--- config.mk ---
export PLATFORM = sky130hd
export DESIGN_NAME = onchip_mem_arbiter_flat
export DESIGN_NICKNAME = d
export VERILOG_FILES = /design/src/rtl/onchip_mem_arbiter_pkg.sv /design/src/rtl/onchip_mem_arbiter_if.sv /design/src/rtl/onchip_mem_arbiter_rr_grant2.sv /design/src/rtl/onchip_mem_arbiter.sv /design/src/flat_wrapper.sv
export SDC_FILE = /design/constraint.sdc
export NUM_CORES = 1
export LEC_CHECK = 0
export ABC_AREA = 1
export CAP_MARGIN = 0
export CORE_UTILIZATION = 30
export CTS_CLUSTER_SIZE = 16
export DETAILED_ROUTE_END_ITERATION = 16
export PLACE_DENSITY = 0.8
export SYNTH_ARGS = -nofsm -noshare
export SYNTH_HDL_FRONTEND = slang
export SYNTH_SLANG_ARGS = --single-unit
--- constraint.sdc ---
create_clock -name clk -period 1.58 [get_ports clk]
set_input_delay 0.237 -clock clk [delete_from_list [all_inputs] [get_ports clk]]
set_output_delay 0.237 -clock clk [all_outputs]
set_load 0.03 [all_outputs]
--- src/rtl/onchip_mem_arbiter_pkg.sv ---
// Shared types and default geometry for the two-port on-chip RAM arbiter.
// The RAM is 1024 x 32 with byte lanes; the lock timeout bounds starvation.
package onchip_arb_pkg;

  localparam int ADDR_W       = 10;
  localparam int DATA_W       = 32;
  localparam int BE_W         = DATA_W / 8;
  localparam int LOCK_TIMEOUT = 16;

  typedef enum logic [1:0] {
    OPEN  = 2'd0,
    LOCK0 = 2'd1,
    LOCK1 = 2'd2
  } arb_state_t;

endpackage

--- src/rtl/onchip_mem_arbiter_if.sv ---
// One Avalon-MM requester port: command fields from the master and the
// waitrequest / read-response signals returned by the arbiter.
interface onchip_mem_arbiter_if #(
  parameter int ADDR_W = onchip_arb_pkg::ADDR_W,
  parameter int DATA_W = onchip_arb_pkg::DATA_W,
  parameter int BE_W   = onchip_arb_pkg::BE_W
);

  logic [ADDR_W-1:0] address;
  logic [BE_W-1:0]   byteenable;
  logic              read;
  logic              write;
  logic [DATA_W-1:0] writedata;
  logic              lock;
  logic              waitrequest;
  logic [DATA_W-1:0] readdata;
  logic              readdatavalid;

  modport master (
    output address, byteenable, read, write, writedata, lock,
    input  waitrequest, readdata, readdatavalid
  );

  modport slave (
    input  address, byteenable, read, write, writedata, lock,
    output waitrequest, readdata, readdatavalid
  );

endinterface

--- src/rtl/onchip_mem_arbiter_rr_grant2.sv ---
// Combinational two-way round-robin grant. A masked-off requester is never
// granted; on a tie the requester that was not served last wins.
module rr_grant2 (
  input  logic [1:0] req,
  input  logic       rr_last,
  input  logic [1:0] mask,
  output logic [1:0] grant
);

  logic [1:0] eligible;

  assign eligible = req & mask;

  // NOTE: grant gets a default before the case so every path assigns it and
  // no latch is inferred.
  always_comb begin
    grant = 2'b00;
    case (eligible)
      2'b01:   grant = 2'b01;
      2'b10:   grant = 2'b10;
      2'b11:   grant = rr_last ? 2'b01 : 2'b10;
      default: grant = 2'b00;
    endcase
  end

endmodule

--- src/rtl/onchip_mem_arbiter.sv ---
// Shares a single-port on-chip RAM between two Avalon-MM requesters with
// round-robin arbitration, an optional lock for atomic RMW, and 1-cycle reads.
module onchip_mem_arbiter #(
  parameter int ADDR_W       = onchip_arb_pkg::ADDR_W,
  parameter int DATA_W       = onchip_arb_pkg::DATA_W,
  parameter int BE_W         = onchip_arb_pkg::BE_W,
  parameter int LOCK_TIMEOUT = onchip_arb_pkg::LOCK_TIMEOUT
) (
  input  logic                  clk,
  input  logic                  reset_n,
  onchip_mem_arbiter_if.slave   m0,
  onchip_mem_arbiter_if.slave   m1,
  output logic [ADDR_W-1:0]     mem_address,
  output logic [BE_W-1:0]       mem_byteenable,
  output logic [DATA_W-1:0]     mem_writedata,
  output logic                  mem_chipselect,
  output logic                  mem_write,
  output logic                  mem_clken,
  input  logic [DATA_W-1:0]     mem_readdata
);

  import onchip_arb_pkg::*;

  localparam logic [1:0] ST_OPEN  = 2'(OPEN);
  localparam logic [1:0] ST_LOCK0 = 2'(LOCK0);
  localparam logic [1:0] ST_LOCK1 = 2'(LOCK1);

  localparam int                IDLE_W    = $clog2(LOCK_TIMEOUT) + 1;
  localparam logic [IDLE_W-1:0] IDLE_LAST = IDLE_W'(LOCK_TIMEOUT - 1);

  logic [1:0]        arb_state, state_nxt;
  logic [IDLE_W-1:0] idle_cnt, idle_nxt;
  logic              rr_last;
  logic              rd_pend;
  logic              rd_owner;

  logic [1:0]        req;
  logic [1:0]        mask;
  logic [1:0]        grant_raw;
  logic [1:0]        grant;
  logic              any_grant;
  logic              sel;

  logic [ADDR_W-1:0] cmd_address;
  logic [BE_W-1:0]   cmd_byteenable;
  logic [DATA_W-1:0] cmd_writedata;
  logic              cmd_read;
  logic              cmd_write;
  logic              cmd_lock;

  logic [ADDR_W-1:0] address_q;
  logic [BE_W-1:0]   byteenable_q;
  logic [DATA_W-1:0] writedata_q;

  // ---------------------------------------------------------------- grant
  assign req = {m1.read | m1.write, m0.read | m0.write};

  always_comb begin
    mask = 2'b11;
    case (arb_state)
      ST_LOCK0: mask = 2'b01;
      ST_LOCK1: mask = 2'b10;
      default:  mask = 2'b11;
    endcase
  end

  rr_grant2 u_rr_grant2 (
    .req     (req),
    .rr_last (rr_last),
    .mask    (mask),
    .grant   (grant_raw)
  );

  // The grant is combinational, so it must be forced off while reset is held
  // or a requesting master would see waitrequest low during reset.
  assign grant     = grant_raw & {2{reset_n}};
  assign any_grant = |grant;
  assign sel       = grant[1];

  // ---------------------------------------------------------- command mux
  always_comb begin
    cmd_address    = m0.address;
    cmd_byteenable = m0.byteenable;
    cmd_writedata  = m0.writedata;
    cmd_read       = m0.read;
    cmd_write      = m0.write;
    cmd_lock       = m0.lock;
    if (sel) begin
      cmd_address    = m1.address;
      cmd_byteenable = m1.byteenable;
      cmd_writedata  = m1.writedata;
      cmd_read       = m1.read;
      cmd_write      = m1.write;
      cmd_lock       = m1.lock;
    end
  end

  // Idle cycles keep the last command on the RAM bus to avoid needless toggling.
  assign mem_address    = any_grant ? cmd_address    : address_q;
  assign mem_byteenable = any_grant ? cmd_byteenable : byteenable_q;
  assign mem_writedata  = any_grant ? cmd_writedata  : writedata_q;
  assign mem_chipselect = any_grant;
  assign mem_write      = any_grant & cmd_write;
  assign mem_clken      = 1'b1;

  // ------------------------------------------------------ master responses
  assign m0.waitrequest   = ~grant[0];
  assign m1.waitrequest   = ~grant[1];
  assign m0.readdata      = mem_readdata;
  assign m1.readdata      = mem_readdata;
  assign m0.readdatavalid = rd_pend & ~rd_owner;
  assign m1.readdatavalid = rd_pend &  rd_owner;

  // ------------------------------------------------------------ lock FSM
  always_comb begin
    state_nxt = arb_state;
    idle_nxt  = idle_cnt;
    case (arb_state)
      ST_OPEN: begin
        idle_nxt = '0;
        if (any_grant && cmd_lock) begin
          state_nxt = sel ? ST_LOCK1 : ST_LOCK0;
        end
      end
      ST_LOCK0, ST_LOCK1: begin
        // The mask guarantees that any grant here belongs to the lock owner.
        if (any_grant) begin
          idle_nxt = '0;
          if (!cmd_lock) begin
            state_nxt = ST_OPEN;
          end
        end else if (idle_cnt == IDLE_LAST) begin
          state_nxt = ST_OPEN;
          idle_nxt  = '0;
        end else begin
          idle_nxt = idle_cnt + 1'b1;
        end
      end
      default: begin
        state_nxt = ST_OPEN;
        idle_nxt  = '0;
      end
    endcase
  end

  // NOTE: all state below uses non-blocking assignments so every register
  // samples pre-edge values regardless of statement order.
  always_ff @(posedge clk or negedge reset_n) begin
    if (!reset_n) begin
      arb_state <= ST_OPEN;
      idle_cnt  <= '0;
      rr_last   <= 1'b1;
      rd_pend   <= 1'b0;
      rd_owner  <= 1'b0;
    end else begin
      arb_state <= state_nxt;
      idle_cnt  <= idle_nxt;
      rd_pend   <= any_grant & cmd_read;
      if (any_grant) begin
        rr_last  <= sel;
        rd_owner <= sel;
      end
    end
  end

  always_ff @(posedge clk or negedge reset_n) begin
    if (!reset_n) begin
      address_q    <= '0;
      byteenable_q <= '0;
      writedata_q  <= '0;
    end else if (any_grant) begin
      address_q    <= cmd_address;
      byteenable_q <= cmd_byteenable;
      writedata_q  <= cmd_writedata;
    end
  end

endmodule

--- src/flat_wrapper.sv ---
// flat-port wrapper written by rule: the top's interface ports become plain ports
module onchip_mem_arbiter_flat import onchip_arb_pkg::*;
#(
  parameter int ADDR_W       = onchip_arb_pkg::ADDR_W,
  parameter int DATA_W       = onchip_arb_pkg::DATA_W,
  parameter int BE_W         = onchip_arb_pkg::BE_W,
  parameter int LOCK_TIMEOUT = onchip_arb_pkg::LOCK_TIMEOUT
)
  (clk, reset_n, mem_address, mem_byteenable, mem_writedata, mem_chipselect, mem_write, mem_clken, mem_readdata, m0_address, m0_byteenable, m0_read, m0_write, m0_writedata, m0_lock, m0_waitrequest, m0_readdata, m0_readdatavalid, m1_address, m1_byteenable, m1_read, m1_write, m1_writedata, m1_lock, m1_waitrequest, m1_readdata, m1_readdatavalid);
  onchip_mem_arbiter_if #(.ADDR_W(ADDR_W), .DATA_W(DATA_W), .BE_W(BE_W)) m0_i ();
  onchip_mem_arbiter_if #(.ADDR_W(ADDR_W), .DATA_W(DATA_W), .BE_W(BE_W)) m1_i ();
  input  logic clk;
  input  logic reset_n;
  output logic [ADDR_W-1:0] mem_address;
  output logic [BE_W-1:0] mem_byteenable;
  output logic [DATA_W-1:0] mem_writedata;
  output logic mem_chipselect;
  output logic mem_write;
  output logic mem_clken;
  input  logic [DATA_W-1:0] mem_readdata;
  input wire logic [$bits(m0_i.address)-1:0] m0_address;
  input wire logic [$bits(m0_i.byteenable)-1:0] m0_byteenable;
  input wire logic [$bits(m0_i.read)-1:0] m0_read;
  input wire logic [$bits(m0_i.write)-1:0] m0_write;
  input wire logic [$bits(m0_i.writedata)-1:0] m0_writedata;
  input wire logic [$bits(m0_i.lock)-1:0] m0_lock;
  output wire logic [$bits(m0_i.waitrequest)-1:0] m0_waitrequest;
  output wire logic [$bits(m0_i.readdata)-1:0] m0_readdata;
  output wire logic [$bits(m0_i.readdatavalid)-1:0] m0_readdatavalid;
  input wire logic [$bits(m1_i.address)-1:0] m1_address;
  input wire logic [$bits(m1_i.byteenable)-1:0] m1_byteenable;
  input wire logic [$bits(m1_i.read)-1:0] m1_read;
  input wire logic [$bits(m1_i.write)-1:0] m1_write;
  input wire logic [$bits(m1_i.writedata)-1:0] m1_writedata;
  input wire logic [$bits(m1_i.lock)-1:0] m1_lock;
  output wire logic [$bits(m1_i.waitrequest)-1:0] m1_waitrequest;
  output wire logic [$bits(m1_i.readdata)-1:0] m1_readdata;
  output wire logic [$bits(m1_i.readdatavalid)-1:0] m1_readdatavalid;
  assign m0_i.address = m0_address;
  assign m0_i.byteenable = m0_byteenable;
  assign m0_i.read = m0_read;
  assign m0_i.write = m0_write;
  assign m0_i.writedata = m0_writedata;
  assign m0_i.lock = m0_lock;
  assign m0_waitrequest = m0_i.waitrequest;
  assign m0_readdata = m0_i.readdata;
  assign m0_readdatavalid = m0_i.readdatavalid;
  assign m1_i.address = m1_address;
  assign m1_i.byteenable = m1_byteenable;
  assign m1_i.read = m1_read;
  assign m1_i.write = m1_write;
  assign m1_i.writedata = m1_writedata;
  assign m1_i.lock = m1_lock;
  assign m1_waitrequest = m1_i.waitrequest;
  assign m1_readdata = m1_i.readdata;
  assign m1_readdatavalid = m1_i.readdatavalid;
  onchip_mem_arbiter #(.ADDR_W(ADDR_W), .DATA_W(DATA_W), .BE_W(BE_W), .LOCK_TIMEOUT(LOCK_TIMEOUT)) u_core (.clk(clk), .reset_n(reset_n), .m0(m0_i), .m1(m1_i), .mem_address(mem_address), .mem_byteenable(mem_byteenable), .mem_writedata(mem_writedata), .mem_chipselect(mem_chipselect), .mem_write(mem_write), .mem_clken(mem_clken), .mem_readdata(mem_readdata));
endmodule
==> impl_metrics.ini <==
[status]
status = finished with violations
violations = negative setup slack

[flow_run]
max_cap_violations = 0

[routing]
wirelength_um = 12600
wire_per_inst_um = 18.77
drt_pass1_iterations = 4
num_vias = 3268
drt_iter0_drc = 135
ant_nets = 0
post-route-drc-count = 0
post_drt_via_cell_ratio = 4.870

[cts]
cts_tree = built
htree_levels = 2
cts_root_buffer = clkbuf_8
clk_pin_slew_worst_paths_ns = 0.10
worstSkewPairLatency_ns = 0.31
cts_buffers = 5
clk_path_buf_depth = 2
cts_sinks = 56

[worst_setup_path]
critical_path_required_ns = 1.34
critPathSlowestCell = dfrtp_1
critical_path_buf_inv_count = 5
max_stage_delay_ns = 0.43
cp.arrival_ns = 2.00
cp_max_fo = 13
r2r_setup_slack_ns = -0.30
cp_top_family = buffers and inverters
cp_cell_sequence = buf_6 -> ha_4 -> inv_4 -> nand2_4 -> nor2_4 -> buf_12 -> buf_12 -> nand3_1 -> nand3_4 -> buf_6
crit_path_end_kind = output pin
criticalPathCategory = reg2out
ff2ff_path_depth = 12
cp-start-kind = register
path_depth = 10

[timing]
fmax_mhz = 447.4
period_minus_slack_ns = 2.235
hold_viol_final = 0
maxSlewViolCount = 0
finalCritPeriodShare_pct = 141.5
rsz0062_at_grt = yes
clock_skew_ns = 0.01082
setup_ws_ns = -0.6552
timing.final.setup_violations = 101

[place]
portBuffers = 151
gp_congestion = 0.7613
dpl.hpwl_um = 6965
place_ws_ns = -0.4795

[yosys]
syn-cell-area_um2 = 3184
synth_simple_gate_area_share_pct = 31.08
synth_top_family_by_area = simple AND/OR/NAND/NOR gates
syn_nets = 529
yosysWarnings = 0
ys_types = 23
synth_compound_area_share_pct = 1.297
synthMuxAreaShare_pct = 0
synth_edf_count = 0
syn_area_per_cell_um2 = 8.103
synthCells = 393
synth_ff_type = dfrtp_1
ys_seq_area_share_pct = 44.05
synth_xor_area_share_pct = 0.5501
async_flop_share_pct = 100.0
synth-adder-area-share_pct = 1.572
ys_ff_latch = 56

[power_and_ir_drop]
power_density_nw_per_um2 = 1732
seqPwrFrac_pct = 22.3
clkPwrFrac_pct = 7.1
power_frac_comb_pct = 70.6
peakVddDrop_uv = 1122
p_switching_uw = 5005
switching_share_pct = 45.53
p_int_uw = 5987
leakage_uw = 0.002963

[global_route]
antenna_found_initial = 0
grt_start_max_net_pins = 34
grt_pass1_vias = 3328
grtUsageTotal_pct = 18.23
grt_first_pass_wirelength_um = 15990
grt-ovfl-total = 0

[finish]
area_growth_pct = 99.33
fin_nets = 670
antenna_cells = 0
drive_gt1_share_pct = 57.38
post-route-util_pct = 61.48

[die]
die_x_um = 105.0
initial_utilization_pct = 30.84
die_area_um2 = 11030
ios = 249
fp-row-count = 37
core_um2 = 10320
dieHeight_um = 105.0

[min_path]
hold_class = in2async
==> layer usage <==
metal / track usage [%] / wire [µm] / vias up
met5: 0 / 0 / -
met4: 4.829 / 293 / 0
met3: 3.868 / 640 / 34
met2: 35.48 / 6861 / 146
met1: 19.68 / 4801 / 1598
li1: - / - / 1490
==> cell usage in the layout, fill, tap and decap left out, drive strengths merged <==
cell type and instances:
o21ai 6, conb 1, inv 15, xnor2 1, clkinvlp 1, dlygate4sd2 1
ha 4, dfstp 1, clkbuf 15, dlygate4sd3 1, nor3 1, clkinv 1
o21a 1, nand4 2, nor2 11, nand3 99, buf 110, dlymetal6s2s 1
nand2 109, clkdlybuf4s50 98, xor2 1, dfrtp 55
==> cell type report <==
cell class	count	area, µm²
fill	789	3976
inverter	16	73.82
clock inverter	1	5.005
clock buffer	7	76.32
timing repair buffer	219	2389
sequential	56	1404
multi-input combinational	236	2230
tap	136	170.2
==> repair_timing <==
item	in CTS	in global routing
setup endpoints to repair	90	105
buffers inserted	8	13
gates cloned	1	10
pin swaps	3	15
endpoints found under the hold margin	22	0
hold buffers	1	0
gates resized for setup	79	146
==> flip-flops by register name, indices dropped and copies added, names as in the netlist <==
register and count:
u_core.address_q 10, u_core.arb_state 2, u_core.byteenable_q 4, u_core.idle_cnt 5, u_core.rd_owner 1, u_core.rd_pend 1
u_core.rr_last 1, u_core.writedata_q 32
==> cell families (layout without fill, tap and decap cells) <==
group / count (synthesis) / after routing
compound gates: 7 / 7
xor+xnor: 2 / 2
fa+ha+maj: 4 / 4
buf+inv: 101 / 243
flops: 56 / 56
other cells: 1 / 1
simple gates: 222 / 222
==> synthesized netlist by cell type, types with 2 or more instances <==
library cell / n / area, µm²
nand4_1: 2 / 12.51
buf_6: 4 / 45.04
o21ai_0: 5 / 25.02
dfrtp_1: 55 / 1376
nand3_1: 99 / 495.5
buf_2: 9 / 45.04
nor2_2: 3 / 18.77
inv_1: 14 / 52.55
nor2_1: 8 / 30.03
inv_2: 2 / 7.510
buf_4: 69 / 518.0
clkbuf_1: 2 / 7.510
nand2_1: 108 / 405.4
ha_1: 4 / 50.05
==> power groups by stage <==
| stage | combinational, µW | sequential [µW] | clock (µW) |
|---|---|---|---|
| finish | 7760 | 2450 | 784 |
| global route | 8170 | 2500 | 875 |
| CTS | 6640 | 2290 | 814 |
| detailed placement | 5920 | 2290 | 0 |
| global placement | 5750 | 2270 | 0 |
| floorplan | 4010 | 2230 | 0 |
==> worst paths after layout <==
check	startpoint	endpoint
min in group clk	u_core.idle_cnt[0]$_DFF_PN0_	u_core.idle_cnt[0]$_DFF_PN0_
max in group asynchronous	reset_n	u_core.rr_last$_DFFE_PN1N_
setup / recovery	u_core.arb_state[1]$_DFFE_PN0P_	mem_writedata[24]
hold reg to reg	u_core.idle_cnt[0]$_DFF_PN0_	u_core.idle_cnt[0]$_DFF_PN0_
hold / removal	reset_n	u_core.address_q[2]$_DFF_PN0_
setup reg to reg	u_core.arb_state[1]$_DFFE_PN0P_	u_core.writedata_q[21]$_DFF_PN0_
==> worst register-to-register path, cell delays in order (launching register included) <==
cell	delay, ns
dfrtp_1	0.43
buf_6	0.14
ha_4	0.15
inv_4	0.06
buf_4	0.11
nand3_4	0.07
nand2_4	0.13
inv_8	0.08
clkbuf_16	0.18
nand2_4	0.08
nand3_4	0.08
buf_4	0.14
buf_4	0.12
==> metrics by stage <==
step / hold WS (ns) / cell area [µm²] / power (µW) / instances / setup TNS (ns)
2_1_floorplan: -0.05859 / 3797 / 6238 / 393 / -4.211
3_5_place_dp: 0.3008 / 5091 / 8204 / 631 / -30.09
6_report: 0.1210 / 6347 / 10990 / 671 / -36.16
3_3_place_gp: 0.2846 / 5091 / 8018 / 631 / -23.12
4_1_cts: 0.1326 / 5538 / 9742 / 649 / -32.74
5_1_grt: 0.1606 / 6347 / 11540 / 671 / -42.19
(Power assumes the default switching activity.)
